===== config.mk =====
export PLATFORM = sky130hd
export DESIGN_NAME = occupancy_controller
export DESIGN_NICKNAME = d
export VERILOG_FILES = /design/src/rtl/occupancy_controller.sv
export SDC_FILE = /design/constraint.sdc
export NUM_CORES = 1
export LEC_CHECK = 0
export BUFFER_PORTS_ARGS = -buffer_cell sky130_fd_sc_hd__buf_2
export CORE_AREA = 3 3 40 42
export CTS_BUF_LIST = sky130_fd_sc_hd__clkbuf_8
export DETAILED_ROUTE_END_ITERATION = 12
export DIE_AREA = 0 0 43 45
export PLACE_DENSITY = 0.51
export SKIP_CTS_REPAIR_TIMING = 1
export SLEW_MARGIN = 20
export SYNTH_ARGS = -nofsm -noshare
export SYNTH_HDL_FRONTEND = slang
export SYNTH_SLANG_ARGS = --single-unit

===== constraint.sdc =====
create_clock -name clock -period 1.7 [get_ports clock]
set_input_delay 0.085 -clock clock [delete_from_list [all_inputs] [get_ports clock]]
set_output_delay 0.085 -clock clock [all_outputs]
set_load 0.1 [all_outputs]

===== src/rtl/occupancy_controller.sv =====
// Room occupancy counter with full/empty locks, near-full warning and sticky error flags.
// Define OCC_LIGHT_HOLD_EN to keep the light on for HOLD_CYCLES after the room empties.
module occupancy_controller #(
  parameter int unsigned CAPACITY    = 4,
  parameter int unsigned CNT_W       = 3,
  parameter int unsigned WARN_LEVEL  = 3,
  parameter int unsigned HOLD_CYCLES = 8
) (
  input  logic             clock,
  input  logic             reset,
  input  logic             entered,
  input  logic             exited,
  output logic [CNT_W-1:0] count,
  output logic             entryLock,
  output logic             exitLock,
  output logic             lightOn,
  output logic             nearFull,
  output logic             ovfErr,
  output logic             unfErr
);

  localparam logic [CNT_W-1:0] CapVal  = CNT_W'(CAPACITY);
  localparam logic [CNT_W-1:0] WarnVal = CNT_W'(WARN_LEVEL);
  localparam logic [CNT_W-1:0] OneVal  = CNT_W'(1);

  localparam bit ParamsOk = (CAPACITY >= 1) && (CAPACITY <= 255) &&
                            ((1 << CNT_W) > CAPACITY) &&
                            (WARN_LEVEL >= 1) && (WARN_LEVEL <= CAPACITY) &&
                            (HOLD_CYCLES >= 1) && (HOLD_CYCLES <= 255);

  if (!ParamsOk) begin : g_illegal_params
  end

  logic [CNT_W-1:0] count_q, count_d;
  logic             ovf_q, ovf_d;
  logic             unf_q, unf_d;
  logic             inc_req, dec_req;
  logic             is_full, is_empty;

  assign inc_req  = entered & ~exited;
  assign dec_req  = exited & ~entered;
  assign is_full  = (count_q == CapVal);
  assign is_empty = (count_q == '0);

  // Simultaneous entry and exit cancel out and never raise an error.
  always_comb begin
    count_d = count_q;
    ovf_d   = ovf_q;
    unf_d   = unf_q;
    if (inc_req) begin
      if (is_full) ovf_d = 1'b1;
      else         count_d = count_q + OneVal;
    end else if (dec_req) begin
      if (is_empty) unf_d = 1'b1;
      else          count_d = count_q - OneVal;
    end
  end

  always_ff @(posedge clock) begin
    if (reset) begin
      count_q <= '0;
      ovf_q   <= 1'b0;
      unf_q   <= 1'b0;
    end else begin
      count_q <= count_d;
      ovf_q   <= ovf_d;
      unf_q   <= unf_d;
    end
  end

  assign count     = count_q;
  assign entryLock = is_full;
  assign exitLock  = is_empty;
  assign nearFull  = (count_q >= WarnVal);
  assign ovfErr    = ovf_q;
  assign unfErr    = unf_q;

`ifdef OCC_LIGHT_HOLD_EN
  logic [7:0] timer_q, timer_d;

  // Timer starts when the last person leaves; a new entry cancels it.
  always_comb begin
    timer_d = timer_q;
    if (inc_req) begin
      timer_d = '0;
    end else if (dec_req && (count_q == OneVal)) begin
      timer_d = 8'(HOLD_CYCLES);
    end else if (timer_q != '0) begin
      timer_d = timer_q - 8'd1;
    end
  end

  always_ff @(posedge clock) begin
    if (reset) timer_q <= '0;
    else       timer_q <= timer_d;
  end

  assign lightOn = ~is_empty | (timer_q != '0);
`else
  assign lightOn = ~is_empty;
`endif

endmodule


-- Word level (Yosys, flattened, before mapping)
Index checks and enable logic that the tools add are counted.
- add/sub/neg operators: 2
- magnitude comparators: 1
- eq/ne operators: 3
- mux-type cells: 4
- bitwise operators: 6
- reductions and logical operators: 5
- operators by type and width (kind ; number):
    $mux W3 ; 4
    $reduce_and A3 Y1 ; 2
    $ne A2 B2 Y1 const B ; 2
    $not A1 Y1 ; 4
    $add A3 B1 Y3 const B ; 1
    $eq A3 B3 Y1 const B ; 1
    $ge A3 B2 Y1 const B ; 1
    $logic_not A3 Y1 ; 1
    $sub A3 B1 Y3 const B ; 1
    $and A1 B1 Y1 ; 2
    $reduce_and A2 Y1 ; 1
    $reduce_bool A2 Y1 ; 1
- register bits after elaboration: 5
- input bits: 4
- output and inout port bits: 9
- logic and storage cells: 24

-- Logic depth before layout (Yosys ltp)
- word-level depth: 4
- gate-level depth with buffers: 7
- gate-level depth less buffers: 7

-- Worst setup path after synthesis
Ideal clock, no wire load.
- path kind: flip-flop to output port
- start point: register count_q[2], in the netlist count[2]
- end point: output lightOn
- arrival: 4276 ps
- required time: 1615 ps
- slack: -2661 ps
- cell stages (with the launch flop): 3
- buffers on the path: 0
- path through: dfxtp_1 > nor3_1 > inv_1
- word-level cells in the longest chain between the ends: 2
- RTL lines (what ; RTL line ; RTL):
    from (decl) ; 34 ; logic [CNT_W-1:0] count_q, count_d;
    from (signal assigned) ; 65 ; count_q <= count_d;
    $logic_not A3 Y1 ; 43 ; assign is_empty = (count_q == '0);
    via exitLock ; 15 ; output logic exitLock,
    $not A1 Y1 ; 100 ; assign lightOn = ~is_empty;
    to (decl) ; 16 ; output logic lightOn,
The timed path passes the listed nets, and every way through them passes these cells.

-- Worst setup path in the final report
- start point: register count_q[0], in the netlist count[0]
- end point: register count_q[2], in the netlist count[2]
- word-level cells in the longest chain between the ends: 4
- RTL lines (what ; RTL line ; RTL):
    $sub A3 B1 Y3 ; 55 ; else count_d = count_q - OneVal;
    $mux W3 ; 54 ; if (is_empty) unf_d = 1'b1;
    $mux W3 ; 53 ; end else if (dec_req) begin
    $mux W3 ; 50 ; if (inc_req) begin
Several ways; a longest one is shown, not always the timed one. The select of a mux whose other input is x is not followed.
A chain may end at the register's enable or synchronous reset.

==> results.py <==
metrics = {
    "critical_path": {
        "arrival_ps": 1710,
        "crit_type": "flip-flop to flip-flop",
        "crit_path_max_fanout": 7,
        "ff2ff_path_depth": 4,
        "crit_path_end_kind": "flip-flop",
        "start_kind": "flip-flop",
        "critPathLaunch": "count[0]",
        "r2r-start": "count[0]",
        "cp.required_ps": 1800,
        "r2r-end": "count[2]",
        "r2r_setup_slack_ps": 90,
        "critical_path.endpoint": "count[2]",
    },
    "clock_network": {
        "clkLatencyLatePin_ps": 220,
        "cts-root-buf": "clkbuf_8",
        "clock-sinks": 5,
        "clk_pin_slew_ps": 40,
        "cts_buffers": 3,
        "htree_num_levels": 1,
        "cts_tree": "yes",
        "clockBufferDepth": 2,
    },
    "global_route": {
        "grt_overflow": 0,
        "grt_max_degree": 9,
        "antenna_found_initial": 0,
        "grt_pass1_wl_um": 1210,
        "grt_pass1_vias": 279,
        "track_usage": 0.0842,
    },
    "die": {
        "fp.dieH_um": 45,
        "design.die.area_sq_mm": 0.00194,
        "rows": 13,
        "num_io_pins": 13,
        "core_sq_mm": 0.00128,
        "initial_core_util": 0.233,
        "die_width_um": 43,
    },
    "sta": {
        "finalCritPeriodShare": 0.944,
        "clock_skew_ps": 1.34,
        "worst_pin_slew_ps": 485,
        "finalCriticalPeriod_ps": 1610,
        "timing.hold.ws_ps": 96.4,
        "setup_violations": 0,
        "setup_tns_ps": 0,
        "fmax_mhz": 623,
        "relSlewSlack": 0.679,
        "slew_viol_final": 0,
        "grt_setup_unrepaired": "false",
        "hold_violations": 0,
    },
    "place": {
        "place_area_sq_um": 419,
        "gp_congestion": 0.655,
        "place.port_buffers": 12,
        "hpwl_um": 492,
    },
    "routing": {
        "drc_errors": 0,
        "vias": 292,
        "first_pass_iters": 2,
        "ant_nets": 0,
        "wl_per_cell_um": 9.71,
        "routed_wl_um": 641,
        "drt_iter0_markers": 2,
        "via_per_inst": 4.42,
    },
    "yosys": {
        "synth_flop_cell": "dfxtp_1",
        "synth_top_area_frac": 0.335,
        "synth_edf_count": 0,
        "syn_nets": 40,
        "post_synth.cell_area_avg_sq_um": 9.06,
        "synth_warnings": 0,
        "syn_inst": 33,
        "syn_area_sq_um": 299,
        "synth_area_leader_cell": "dfxtp_1",
        "ys_ff_latch": 5,
        "synthArstFlopShare": 0,
        "ys_seq_area_frac": 0.335,
        "synth_area_leaders": "dfxtp_1 33%, ha_1 8.4%, fa_1 6.7%",
        "synth_cell_types": 19,
    },
    "finish": {
        "diodes": 0,
        "final_nets": 59,
        "drive_above_1_share": 0.451,
        "layout_common_cells": "12 x buf_2, 5 x inv_1, 4 x nor2_1",
        "multi_input_area_sq_um": 191,
        "fin_area_sq_um": 464,
        "final_common_cell": "buf_2",
        "area_growth_pct": 55.2,
        "seqCellArea_sq_um": 111,
        "fillers": 137,
    },
    "run_status": {
        "status": "finished clean",
    },
    "hold_path": {
        "hp-class": "input pin to flip-flop",
    },
    "flow_run": {
        "drv_cap": 0,
    },
}
==> metal layers <==
layer	wire, um	GRT usage
met4	0	0.0361
met5	0	0
met3	47	0.0359
met1	328	0.116
met2	264	0.114
==> cells by family (layout without fill, tap and decap cells) <==
logic type      count (synthesis)  count (layout)  synth area share
compound gates                  8               8             0.213
xor+xnor                        2               2            0.0586
fa+ha+maj                       3               3             0.151
buf+inv                         5              23            0.0628
flops                           5               5             0.335
mux                             1               1            0.0377
simple gates                    9               9             0.142
==> worst min path at each step <==
stage / slack, ps / from / end / depth (start not counted)
after floorplan: 140 / reset / count[1] / 1
after global placement: 330 / reset / count[1] / 2
after detailed placement: 330 / reset / count[1] / 2
after CTS: 100 / reset / count[1] / 2
after global routing: 120 / reset / count[1] / 2
final: 100 / reset / count[1] / 2
==> area by class of cell <==
type / instances / area share
Tap cell: 15 / 0.0404
Clock buffer: 3 / 0.0889
Inverter: 5 / 0.0485
Multi-Input combinational cell: 23 / 0.412
Timing Repair Buffer: 14 / 0.162
Sequential cell: 5 / 0.240
Clock inverter: 1 / 0.00809
==> state kept, by name, indices dropped and copies added, names as in the netlist <==
| signal | flops |
|---|---|
| count | 3 |
| ovfErr | 1 |
| unfErr | 1 |
==> cells in the mapped netlist (2+ instances only) <==
cell type and count:
nor2_1 4, and2_1 2, inv_1 5, a31oi_1 2, ha_1 2, dfxtp_1 5
==> worst max-delay path, stage by stage, from the launching register on <==
cell and delay, ps:
dfxtp_4 360, fa_1 430, xor2_1 160, a211oi_2 210, mux2_1 330
==> stage by stage <==
stage / utilization / worst slack (ps) / cells
2_1_floorplan: - / -577 / 33
3_3_place_gp: 0.326 / 56.3 / 62
3_5_place_dp: 0.326 / 54.1 / 62
4_1_cts: 0.361 / 79.0 / 66
5_1_grt: 0.361 / 16.7 / 66
6_report: 0.361 / 95.0 / 66
Power is left out: the tool's default activity adds up to more than one toggle a clock period on the data nets, which glitch-free logic cannot reach.
